### config.mk
export PLATFORM = sky130hd
export DESIGN_NAME = gmii_tx_framer
export DESIGN_NICKNAME = d
export VERILOG_FILES = /design/src/rtl/gmii_tx_framer.sv
export SDC_FILE = /design/constraint.sdc
export NUM_CORES = 1
export LEC_CHECK = 0
export BUFFER_PORTS_ARGS = -buffer_cell sky130_fd_sc_hd__buf_4
export CAP_MARGIN = 15
export CORE_MARGIN = 2
export CORE_UTILIZATION = 55
export CTS_CLUSTER_DIAMETER = 80
export DETAILED_ROUTE_END_ITERATION = 7
export PLACE_DENSITY_LB_ADDON = 0.25
export SLEW_MARGIN = 20
export SYNTH_ARGS = -nofsm -noshare
export SYNTH_HDL_FRONTEND = slang
export SYNTH_SLANG_ARGS = --single-unit
### constraint.sdc
create_clock -name gmii_tx_clk -period 2.5 [get_ports gmii_tx_clk]
set_clock_uncertainty 0.15 [all_clocks]
set_input_delay 0.25 -clock gmii_tx_clk [delete_from_list [all_inputs] [get_ports gmii_tx_clk]]
set_output_delay 0.25 -clock gmii_tx_clk [all_outputs]
set_load 0.05 [all_outputs]
### src/rtl/gmii_tx_framer.sv
// GMII transmit framer.
// Pulls frame bytes from a 9-bit TX FIFO (bit 8 = frame byte, 0 = gap/terminator word),
// wraps them in preamble/SFD, optionally pads them to 60 bytes, appends the Ethernet FCS
// and enforces an inter-frame gap.
// Ports:
//   gmii_tx_clk  - clock, all logic on its rising edge
//   sys_rst      - synchronous active-high reset
//   dout, empty  - TX FIFO read data (valid the cycle after rd_en) and empty flag
//   rd_en        - FIFO read strobe
//   gmii_tx_en, gmii_txd - GMII transmit enable and data (registered)
//   tx_underrun  - one-cycle pulse when the FIFO runs dry mid-frame
module gmii_tx_framer #(
    parameter logic [3:0] IFG    = 4'd12,
    parameter logic       PAD_EN = 1'b1
) (
    input  logic       gmii_tx_clk,
    input  logic       sys_rst,
    input  logic [8:0] dout,
    input  logic       empty,
    output logic       rd_en,
    output logic       gmii_tx_en,
    output logic [7:0] gmii_txd,
    output logic       tx_underrun
);

    typedef enum logic [2:0] {IDLE, FETCH, PREAMBLE, SFD, DATA, PAD, FCS, GAP} state_t;

    state_t      state;
    logic        rd_q;        // a FIFO word is presented on dout this cycle
    logic        bad;
    logic        flush;       // drop the rest of a frame cut short by reset
    logic [7:0]  first_byte;
    logic [10:0] byte_cnt;
    logic [3:0]  cnt;         // shared preamble / FCS / gap counter
    logic [31:0] crc;
    logic [31:0] fcs_sr;

    logic        underrun_now;
    logic        pad_more;
    logic [31:0] fcs_word;
    logic [10:0] byte_cnt_inc;

    function automatic logic [31:0] crc_next(input logic [31:0] c, input logic [7:0] b);
        logic [31:0] r;
        r = c;
        for (int i = 0; i < 8; i++) begin
            r = (r[0] ^ b[i]) ? ((r >> 1) ^ 32'hEDB8_8320) : (r >> 1);
        end
        return r;
    endfunction

    // rd_en is combinational on empty so it can never fire on an empty FIFO.
    // In DATA, only read ahead while the word on dout is a frame byte, so the
    // terminator is never overrun into the next frame.
    always_comb begin
        rd_en = 1'b0;
        if (!sys_rst && !empty) begin
            case (state)
                IDLE:    rd_en = 1'b1;
                SFD:     rd_en = 1'b1;
                DATA:    rd_en = rd_q && dout[8];
                default: rd_en = 1'b0;
            endcase
        end
    end

    always_comb begin
        underrun_now = (state == DATA) && !rd_q;
        pad_more     = PAD_EN && (byte_cnt < 11'd60);
        // A bad frame sends the raw CRC, which is the inverse of the correct FCS.
        fcs_word     = (bad || underrun_now) ? crc : ~crc;
        byte_cnt_inc = (byte_cnt == 11'h7FF) ? byte_cnt : byte_cnt + 11'd1;
    end

    always_ff @(posedge gmii_tx_clk) begin
        if (sys_rst) begin
            state       <= IDLE;
            gmii_tx_en  <= 1'b0;
            gmii_txd    <= 8'h00;
            tx_underrun <= 1'b0;
            rd_q        <= 1'b0;
            bad         <= 1'b0;
            first_byte  <= 8'h00;
            byte_cnt    <= 11'd0;
            cnt         <= 4'd0;
            crc         <= 32'hFFFF_FFFF;
            fcs_sr      <= 32'd0;
            // Frame in flight and its terminator not yet consumed: skip its remainder.
            flush       <= (flush || (state inside {FETCH, PREAMBLE, SFD, DATA}))
                           && !(rd_q && !dout[8]);
        end else begin
            rd_q        <= rd_en;
            tx_underrun <= 1'b0;
            case (state)
                IDLE: begin
                    gmii_tx_en <= 1'b0;
                    gmii_txd   <= 8'h00;
                    if (rd_en) state <= FETCH;
                end
                FETCH: begin
                    if (!dout[8]) begin
                        flush <= 1'b0;
                        state <= IDLE;
                    end else if (flush) begin
                        state <= IDLE;
                    end else begin
                        first_byte <= dout[7:0];
                        gmii_tx_en <= 1'b1;
                        gmii_txd   <= 8'h55;
                        cnt        <= 4'd0;
                        byte_cnt   <= 11'd0;
                        crc        <= 32'hFFFF_FFFF;
                        bad        <= 1'b0;
                        state      <= PREAMBLE;
                    end
                end
                PREAMBLE: begin
                    if (cnt == 4'd6) begin
                        gmii_txd <= 8'hD5;
                        state    <= SFD;
                    end else begin
                        cnt <= cnt + 4'd1;
                    end
                end
                SFD: begin
                    gmii_txd <= first_byte;
                    crc      <= crc_next(crc, first_byte);
                    byte_cnt <= 11'd1;
                    state    <= DATA;
                end
                DATA, PAD: begin
                    if (state == DATA && rd_q && dout[8]) begin
                        gmii_txd <= dout[7:0];
                        crc      <= crc_next(crc, dout[7:0]);
                        byte_cnt <= byte_cnt_inc;
                    end else begin
                        if (underrun_now) begin
                            tx_underrun <= 1'b1;
                            bad         <= 1'b1;
                        end
                        if (pad_more) begin
                            gmii_txd <= 8'h00;
                            crc      <= crc_next(crc, 8'h00);
                            byte_cnt <= byte_cnt_inc;
                            state    <= PAD;
                        end else begin
                            gmii_txd <= fcs_word[7:0];
                            fcs_sr   <= {8'h00, fcs_word[31:8]};
                            cnt      <= 4'd0;
                            state    <= FCS;
                        end
                    end
                end
                FCS: begin
                    if (cnt == 4'd3) begin
                        gmii_tx_en <= 1'b0;
                        gmii_txd   <= 8'h00;
                        cnt        <= 4'd0;
                        state      <= (IFG == 4'd0) ? IDLE : GAP;
                    end else begin
                        gmii_txd <= fcs_sr[7:0];
                        fcs_sr   <= {8'h00, fcs_sr[31:8]};
                        cnt      <= cnt + 4'd1;
                    end
                end
                GAP: begin
                    if (cnt == IFG - 4'd1) state <= IDLE;
                    else cnt <= cnt + 4'd1;
                end
                default: state <= IDLE;
            endcase
        end
    end

endmodule

# --- Word-level counts from Yosys, hierarchy flattened ---
# Index checks and enable logic that the tools add are counted.
# W data, S select, Z words.
totals:
  register_bits: 103
  output_inout_bits: 11
  elab_cells: 195
op_classes:
  n_addsub: 2
  order_cmp: 1
  eq_ne: 25
  muxes: 79
  n_bitwise: 41
  reduce_logical: 35
op_table:
  columns: ["cell", "count"]
  rows:
  - ["$mux W32", 32]
  - ["$not A13 Y14", 22]
  - ["$pmux W32 S3", 1]
  - ["$pmux W32 S2", 1]
  - ["$mux W11", 5]
  - ["$mux W8", 6]
  - ["$pmux W8 S6", 1]
  - ["$pmux W11 S3", 1]
  - ["$not A32 Y32", 1]
  - ["$mux W4", 7]
  - ["$ne A2 B2 Y1 const B", 12]
  - ["$pmux W3 S7", 1]
  - ["$pmux W4 S5", 1]
  - ["$reduce_and A4 Y1", 4]
  - ["$xor A1 B1 Y1", 16]
  - ["$mux W3", 5]
  - ["$eq A3 B3 Y1 const B", 4]
  - ["$mux W1", 12]
  - ["$add A11 B1 Y11 const B", 1]
  - ["$eq A11 B11 Y1 const B", 1]
  - ["$lt A11 B6 Y1 const B", 1]
  - ["$reduce_and A5 Y1", 2]
  - ["$logic_and A1 B1 Y1", 7]
  - ["$reduce_and A7 Y1", 1]
  - ["other kinds (24)", 38]

# --- Logic depth before layout (Yosys ltp) ---
# Gate-level depths: netlist of run 1.
depth:
  depth_word: 19
  ltp_mapped: 10
  ltp_nobuf: 9

# --- Least setup slack after synthesis of run 1 ---
# Ideal clock, no wire load.
synth_path:
  path_kind: "reg-to-output"
  startpoint: "reg state[2]"
  endpoint: "out rd_en"
  arrival_time_ns: 2.445
  required_ns: 2.100
  setup_slack_ns: -0.345
  stages_incl_launch_ff: 7
  path_buffers: 2
  path_cell_list: "dfxtp_1 -> buf_2 -> nand2b_1 -> nor3_1 -> clkbuf_1 -> nor3_1 -> nor3_1"
synth_between:
  elab_chain_cells: 4
  word_cells_on_any_way: 6
synth_rtl:
  columns: ["item", "line_no", "rtl"]
  rows:
  - ["start, declared", "28", "state_t state;"]
  - ["start signal, assigned", "159", "state <= (IFG == 4'd0) ? IDLE : GAP;"]
  - ["$eq A3 B2 Y1 / $logic_not A3 Y1 (equally long branches)", "58", "case (state)"]
  - ["$reduce_or A2 Y1 (no line)", null, null]
  - ["$pmux W1 S2 *", "58", null]
  - ["$mux W1 *", "57", "if (!sys_rst && !empty) begin"]
  - ["end, declared", "20", "output logic rd_en,"]
# Every way passes the cells marked *; elsewhere a longest branch is shown, timed or not.

# --- Final worst setup path of run 1 ---
layout_path:
  startpoint: "reg crc[0]"
  endpoint: "reg crc[23]"
layout_between:
  elab_chain_cells: 16
  word_cells_on_any_way: 46
layout_rtl:
  columns: ["item", "line_no", "rtl"]
  rows:
  - ["start, declared", "35", "logic [31:0] crc;"]
  - ["start signal, assigned", "127", "crc <= crc_next(crc, first_byte);"]
  - ["start signal, assigned", "134", "crc <= crc_next(crc, dout[7:0]);"]
  - ["start signal, assigned", "143", "crc <= crc_next(crc, 8'h00);"]
  - ["$mux W32 / $xor A1 B1 Y1 (equally long branches)", "47", "r = (r[0] ^ b[i]) ? ((r >> 1) ^ 32'hEDB8_8320) : (r >> 1);"]
  - ["$not A13 Y14 (no line) / $mux W32 (equally long branches)", null, null]
  - ["$mux W32 / $not A13 Y14 (equally long branches)", null, null]
  - ["$mux W32", "47", null]
  - ["$not A13 Y14 (no line) / $mux W32 (equally long branches)", null, null]
  - ["$mux W32 / $not A13 Y14 (equally long branches)", null, null]
  - ["$not A13 Y14 (no line) / $mux W32 (equally long branches)", null, null]
  - ["$mux W32 / $not A13 Y14 (equally long branches)", null, null]
  - ["$mux W32", "47", null]
  - ["$not A13 Y14 (no line) / $mux W32 (equally long branches)", null, null]
  - ["$mux W32 / $not A13 Y14 (equally long branches)", null, null]
  - ["$not A13 Y14 (no line) / $mux W32 (equally long branches)", null, null]
  - ["$mux W32 / $not A13 Y14 (equally long branches)", null, null]
  - ["$mux W32 (on tied branches)", "141, 47", null]
  - ["$mux W32", "132", "if (state == DATA && rd_q && dout[8]) begin"]
  - ["$pmux W32 S3 *", "94", "case (state)"]
# Every way passes the cells marked *; elsewhere a longest branch is shown, timed or not. The select of a mux whose other input is x is not followed.
# A chain may end at the register's enable or synchronous reset.

==> reports/metrics.yaml, run 1 <==
grt:
  grt_pass1_wl_mm: 36.0
  grt-ovfl-total: 0
  track_usage_pct: 33.3
  grt_max_degree: 60
  antenna_found_initial: 0
  grt_pass1_vias: 6232
route:
  first_iter_violations: 681
  totalWireLength_mm: 23.4
  post-route-drc-count: 0
  drtAntennaViolNets: 0
  drt-met1-wl_mm: 9.44
  met2_length_mm: 11.2
  vias_per_cell: 5.94
  routedWlPerCell_um: 21.4
  dr.pass1.iters: 5
  vias: 6504
  wl_met3_mm: 1.52
  dr.max_layer_used: "met4"
die:
  dieArea_um2: 14200
  fp.dieW_um: 119
  core_um2: 12800
  io_pins: 23
  die_h_um: 119
  row_count: 41
  initial_utilization_pct: 56.9
sta:
  fin_crit_sh_pct: 99.5
  worstMarginPinSlew_ns: 0.672
  drv_slew: 0
  slew_headroom_pct: 55.2
  setup_viol: 0
  min_period_ns: 2.49
  fmax_ghz: 0.402
  rsz0062_at_grt: "true"
  finalHoldViolations: 0
layout:
  antenna_cells: 0
  final_common_cell: "xnor2_1"
  final_area_um2: 8430
  final_cell_mix: "xnor2_1, nor2_1, dfxtp_1, buf_4, a21oi_1"
  area_growth_pct: 16.0
  fillers: 1111
  final_nets: 933
  drive_gt1_share_pct: 18.4
  utilization_pct: 66.0
outcome:
  status: "finished, final reports clean"
place:
  dpl-instance-area_um2: 8000
  place.port_buffers: 22
  gp_congestion: 0.978
  dp_hpwl_mm: 17.2
setup_path:
  slowest_stage: "xnor3_2"
  crit_start: "crc[0]"
  startpoint_type: "flip-flop"
  critical_path.max_fanout: 10
  r2r-start: "crc[0]"
  crit_path_end: "crc[23]"
  crit_path_max_incr_delay_ns: 0.55
  worstSetupEndpointType: "flip-flop"
  cp_cell_sequence: "buf_12 -> xnor2_4 -> xnor2_4 -> xnor3_2 -> nand2b_1 -> o32ai_1 -> a21oi_1 -> a21oi_1"
  required_ns: 2.63
  rr_endpoint: "crc[23]"
  r2r_cells: 8
  path_class: "reg -> reg"
  cp.arrival_ns: 2.62
  r2r_slack_ns: 0.01
logic_synthesis:
  ys_seq_area_share_pct: 26.3
  yosysWarnings: 0
  avgSynthCellArea_um2: 8.27
  yosys.area.top_type: "dfxtp_1"
  ys_seq_elements: 95
  syn-instance-count: 879
  syn-cell-area_um2: 7270
  async_reset_ff_share_pct: 0
  synth_edf_count: 1
  yosysUniqueCellTypes: 62
  netlist_top_cells_area: "dfxtp_1, xnor2_1, xor2_1, nor2_1, a21oi_1"
  syn_nets: 894
  synth_ff_type: "dfxtp_1"
  synth_top_area_share_pct: 25.9
min_path:
  hp-class: "in -> reg"
  holdPathStages: 3
power_and_ir_drop:
  p_leak_nw: 3.18
  power_density_nw_per_um2: 1650
  ir_drop_mv: 1.14
  finalPower_w: 0.0139
clock_network:
  clk_pin_slew_worst_paths_ns: 0.08
  clock_latency_ns: 0.35
  cts_sinks: 95
  cts_htree_levels: 3
  cts_tree: "built"
  numCtsBuffers: 9
  root_buffer: "clkbuf_16"
  cts_buffer_depth: 2
run:
  drv_cap: 0
stage by stage:
stage	TNS, ns	cells	hold WS (ns)	worst slack, ns
floorplan	0	879	0.179	0.0783
global placement	-0.0477	1073	0.292	-0.0477
detailed placement	-0.0945	1073	0.296	-0.0786
finish	0	1095	0.0620	0.0127
CTS	0	1090	0.0570	0.00136
global route	-0.0125	1095	0.105	-0.0125
state kept, by name (all words and copies together), names as in the netlist:
signal       cells
bad              1
byte_cnt        11
cnt              4
crc             32
fcs_sr          24
first_byte       8
flush            1
gmii_tx_en       1
gmii_txd         8
rd_q             1
state            3
tx_underrun      1
critical path, delay by kind of cell (launching register included):
family / cells / cell delay [ns]
simple gates: 1 / 0.19
flops: 1 / 0.33
compound gates: 3 / 0.54
xor+xnor: 3 / 1.04
buf+inv: 1 / 0.15
synthesized netlist by cell type, types with 5 or more instances:
master,n
mux2i_1,12
o21ai_0,41
xor2_1,58
nand2b_1,8
clkbuf_1,39
o221ai_1,5
a211o_1,13
o21bai_1,8
nand2_1,52
dfxtp_1,94
nand4_1,5
buf_2,21
xnor2_2,10
a221oi_1,5
a211oi_1,23
xnor2_4,6
xnor2_1,151
o22ai_1,8
nor2b_1,7
inv_1,10
nor3_1,16
nor2_1,116
a22oi_1,5
a21oi_1,71
nand3_1,15
repair_timing:
item	CTS	global route
setup endpoints to repair	5	14
pin swaps	0	6
setup buffers	0	5
hold buffers	1	0
endpoints found under the hold margin	1	0
resized for setup	3	16
per-layer routing:
layer,global-route usage [%],up-vias
li1,-,3061
met1,41.4,3097
met2,55.6,277
met3,5.27,69
met4,16.9,0
met5,0,-
area by class of cell:
| cell class | instances | area (µm²) | share of cell area (%) |
|---|---|---|---|
| multi-input cells | 699 | 5080 | 60.3 |
| flip-flops and latches | 95 | 1910 | 22.7 |
| repair buffers | 103 | 892 | 10.6 |
| clock buffers | 11 | 253 | 3.00 |
| well taps | 172 | 215 | 2.55 |
| clock inverters | 5 | 38.8 | 0.460 |
| inverters | 10 | 37.5 | 0.445 |
report_power, final:
group | switching [W] | internal, W
clock network | 0.000657 | 0.000738
logic | 0.00550 | 0.00478
registers | 0.000441 | 0.00183
total | 0.00660 | 0.00735
cell families after synthesis:
family	synth area share, %
fa+ha+maj	0.516
compound gates	18.7
simple gates	13.8
xor+xnor	33.0
buf+inv	5.42
mux	2.27
flops	26.3
worst min-delay path by stage:
stage | startpoint | to | slack (ns)
after detailed placement | fcs_sr[23] | fcs_sr[23] | 0.30
final | dout[6] | first_byte[6] | 0.06
after global placement | fcs_sr[17] | fcs_sr[17] | 0.29
after floorplan | empty | rd_q | 0.18
after CTS | dout[6] | first_byte[6] | 0.06
after global routing | dout[6] | first_byte[6] | 0.11
Power figures use the tool's default switching activity.
==> run 2, diff against run 1 <==
Settings changed: CORE_UTILIZATION 55 to 45.
==> run 2 against run 1 <==
Against the previous run:
- clock power is 5% lower
- core utilization is 13 points lower
- cell count is 3.3% higher
- non-clock buffer count is 8 lower
- global-route usage is 7.3 points lower
- fmax is 3.0% higher
- setup slack better by 0.073 ns
- critical path type unchanged
- critical endpoint is now crc[21]
- largest cell class unchanged
- largest power group unchanged
==> reports/metrics.yaml, run 2 (synthesis results as in run 1) <==
power_and_ir_drop:
  comb_power_share_pct: 72.7
  p_sw_w: 0.00624
  pwr-share-seq_pct: 17.3
  ir_drop_mv: 0.974
  power_density_nw_per_um2: 1590
  p_leak_nw: 3.12
  p_clk_share_pct: 10.0
  internal-power_w: 0.00704
  switching_share_pct: 47.0
die:
  fp.dieW_um: 131
  core_um2: 15800
  die_h_um: 131
  io_pins: 23
  initial_utilization_pct: 45.9
  row_count: 46
  dieArea_um2: 17200
setup_path:
  startpoint_type: "flip-flop"
  path_class: "reg -> reg"
  required_ns: 2.60
  worstSetupEndpointType: "flip-flop"
  cp.arrival_ns: 2.51
  critical_path.max_fanout: 8
layout:
  drive_gt1_share_pct: 16.7
  final_cell_mix: "xnor2_1, nor2_1, dfxtp_1"
  regMostFlops: "crc"
  antenna_cells: 0
  final_nets: 925
  area_growth_pct: 15.1
  largest_reg_flops: 32
  final_common_cell: "xnor2_1"
  reg_top3: "crc: 32 flops, fcs_sr: 24 flops, byte_cnt: 11 flops"
clock_network:
  cts_htree_levels: 3
  numCtsBuffers: 9
  cts_sinks: 95
  clk_pin_slew_worst_paths_ns: 0.07
  cts_buffer_depth: 2
  clock_latency_ns: 0.36
  cts_tree: "built"
  root_buffer: "clkbuf_16"
route:
  vias_per_cell: 5.57
  routedWlPerCell_um: 19.0
  vias: 6299
  first_iter_violations: 494
  totalWireLength_mm: 21.5
  dr.pass1.iters: 5
  drtAntennaViolNets: 0
  post-route-drc-count: 0
grt:
  grt_pass1_wl_mm: 33.3
  grt_pass1_vias: 6004
  track_usage_pct: 25.9
  antenna_found_initial: 0
  grt-ovfl-total: 0
  grt_max_degree: 47
sta:
  setup_viol: 0
  tns_ns: 0
  fin_crit_sh_pct: 96.6
  worstMarginPinSlew_ns: 0.638
  whs_ns: 0.0825
  slew_headroom_pct: 57.3
  drv_slew: 0
  finalHoldViolations: 0
  min_period_ns: 2.41
  fmax_ghz: 0.414
place:
  dp_hpwl_mm: 15.7
  gp_congestion: 0.924
  place.port_buffers: 22
run:
  drv_cap: 0
outcome:
  status: "finished, final reports clean"
min_path:
  hp-class: "in -> reg"
## run 2: area by class of cell
type	count	area, µm²
fill	1524	7460
multi-input combinational	699	5030
sequential	95	1920
timing repair buffer	95	841
tap	216	270
clock buffer	11	243
inverter	10	37.5
clock inverter	5	33.8
## run 2: metrics by stage
step                      setup WS [ns]  util [%]  instance area, µm²  std cells  total power (W)
after floorplan                  0.0783         -                7270        879          0.00930
after global placement           0.0651      50.7                8030       1112           0.0117
after detailed placement         0.0930      50.7                8030       1112           0.0118
after CTS                        0.0687      52.5                8320       1129           0.0132
after global routing            -0.0222      52.9                8370       1131           0.0141
final                            0.0859      52.9                8370       1131           0.0133
## run 2: timing repair
| action | 4_1_cts | 5_1_grt |
|---|---|---|
| setup endpoints to repair | 0 | 7 |
| hold buffers | 1 | 0 |
| setup buffers | 0 | 2 |
| resized for setup | 0 | 9 |
| endpoints found under the hold margin | 1 | 0 |
## run 2: worst max-delay path, cell delays in order (launching register included)
cell and delay, ns:
dfxtp_1 0.33, buf_12 0.16, xor2_4 0.19, buf_4 0.15, buf_4 0.15, xnor2_2 0.37
xnor2_1 0.26, xnor2_1 0.17, o21ai_1 0.08, a211oi_1 0.23, o21bai_1 0.08
## run 2: path summary, 6_finish.rpt
kind / from / end / cells past startpoint / slack, ns
min reg2reg: fcs_sr[18] / fcs_sr[18] / 2 / 0.30
min: dout[0] / first_byte[0] / 3 / 0.08
max: crc[1] / crc[21] / 10 / 0.09
max reg2reg: crc[1] / crc[21] / 10 / 0.09
## run 2: power groups by stage
stage / Combinational [W] / Sequential, W / Clock, W
after floorplan: 0.00707 / 0.00223 / 0
after global placement: 0.00940 / 0.00232 / 0
after detailed placement: 0.00944 / 0.00232 / 0
after CTS: 0.00950 / 0.00229 / 0.00137
after global routing: 0.0104 / 0.00233 / 0.00143
final: 0.00966 / 0.00230 / 0.00133
## run 2: layer usage
metal | part of all wire (%) | track usage, % | up-vias
li1 | - | - | 3061
met1 | 43 | 33.4 | 2941
met2 | 45 | 40.7 | 232
met3 | 7.2 | 6.13 | 65
met4 | 4.9 | 13.2 | 0
met5 | 0 | 0 | -
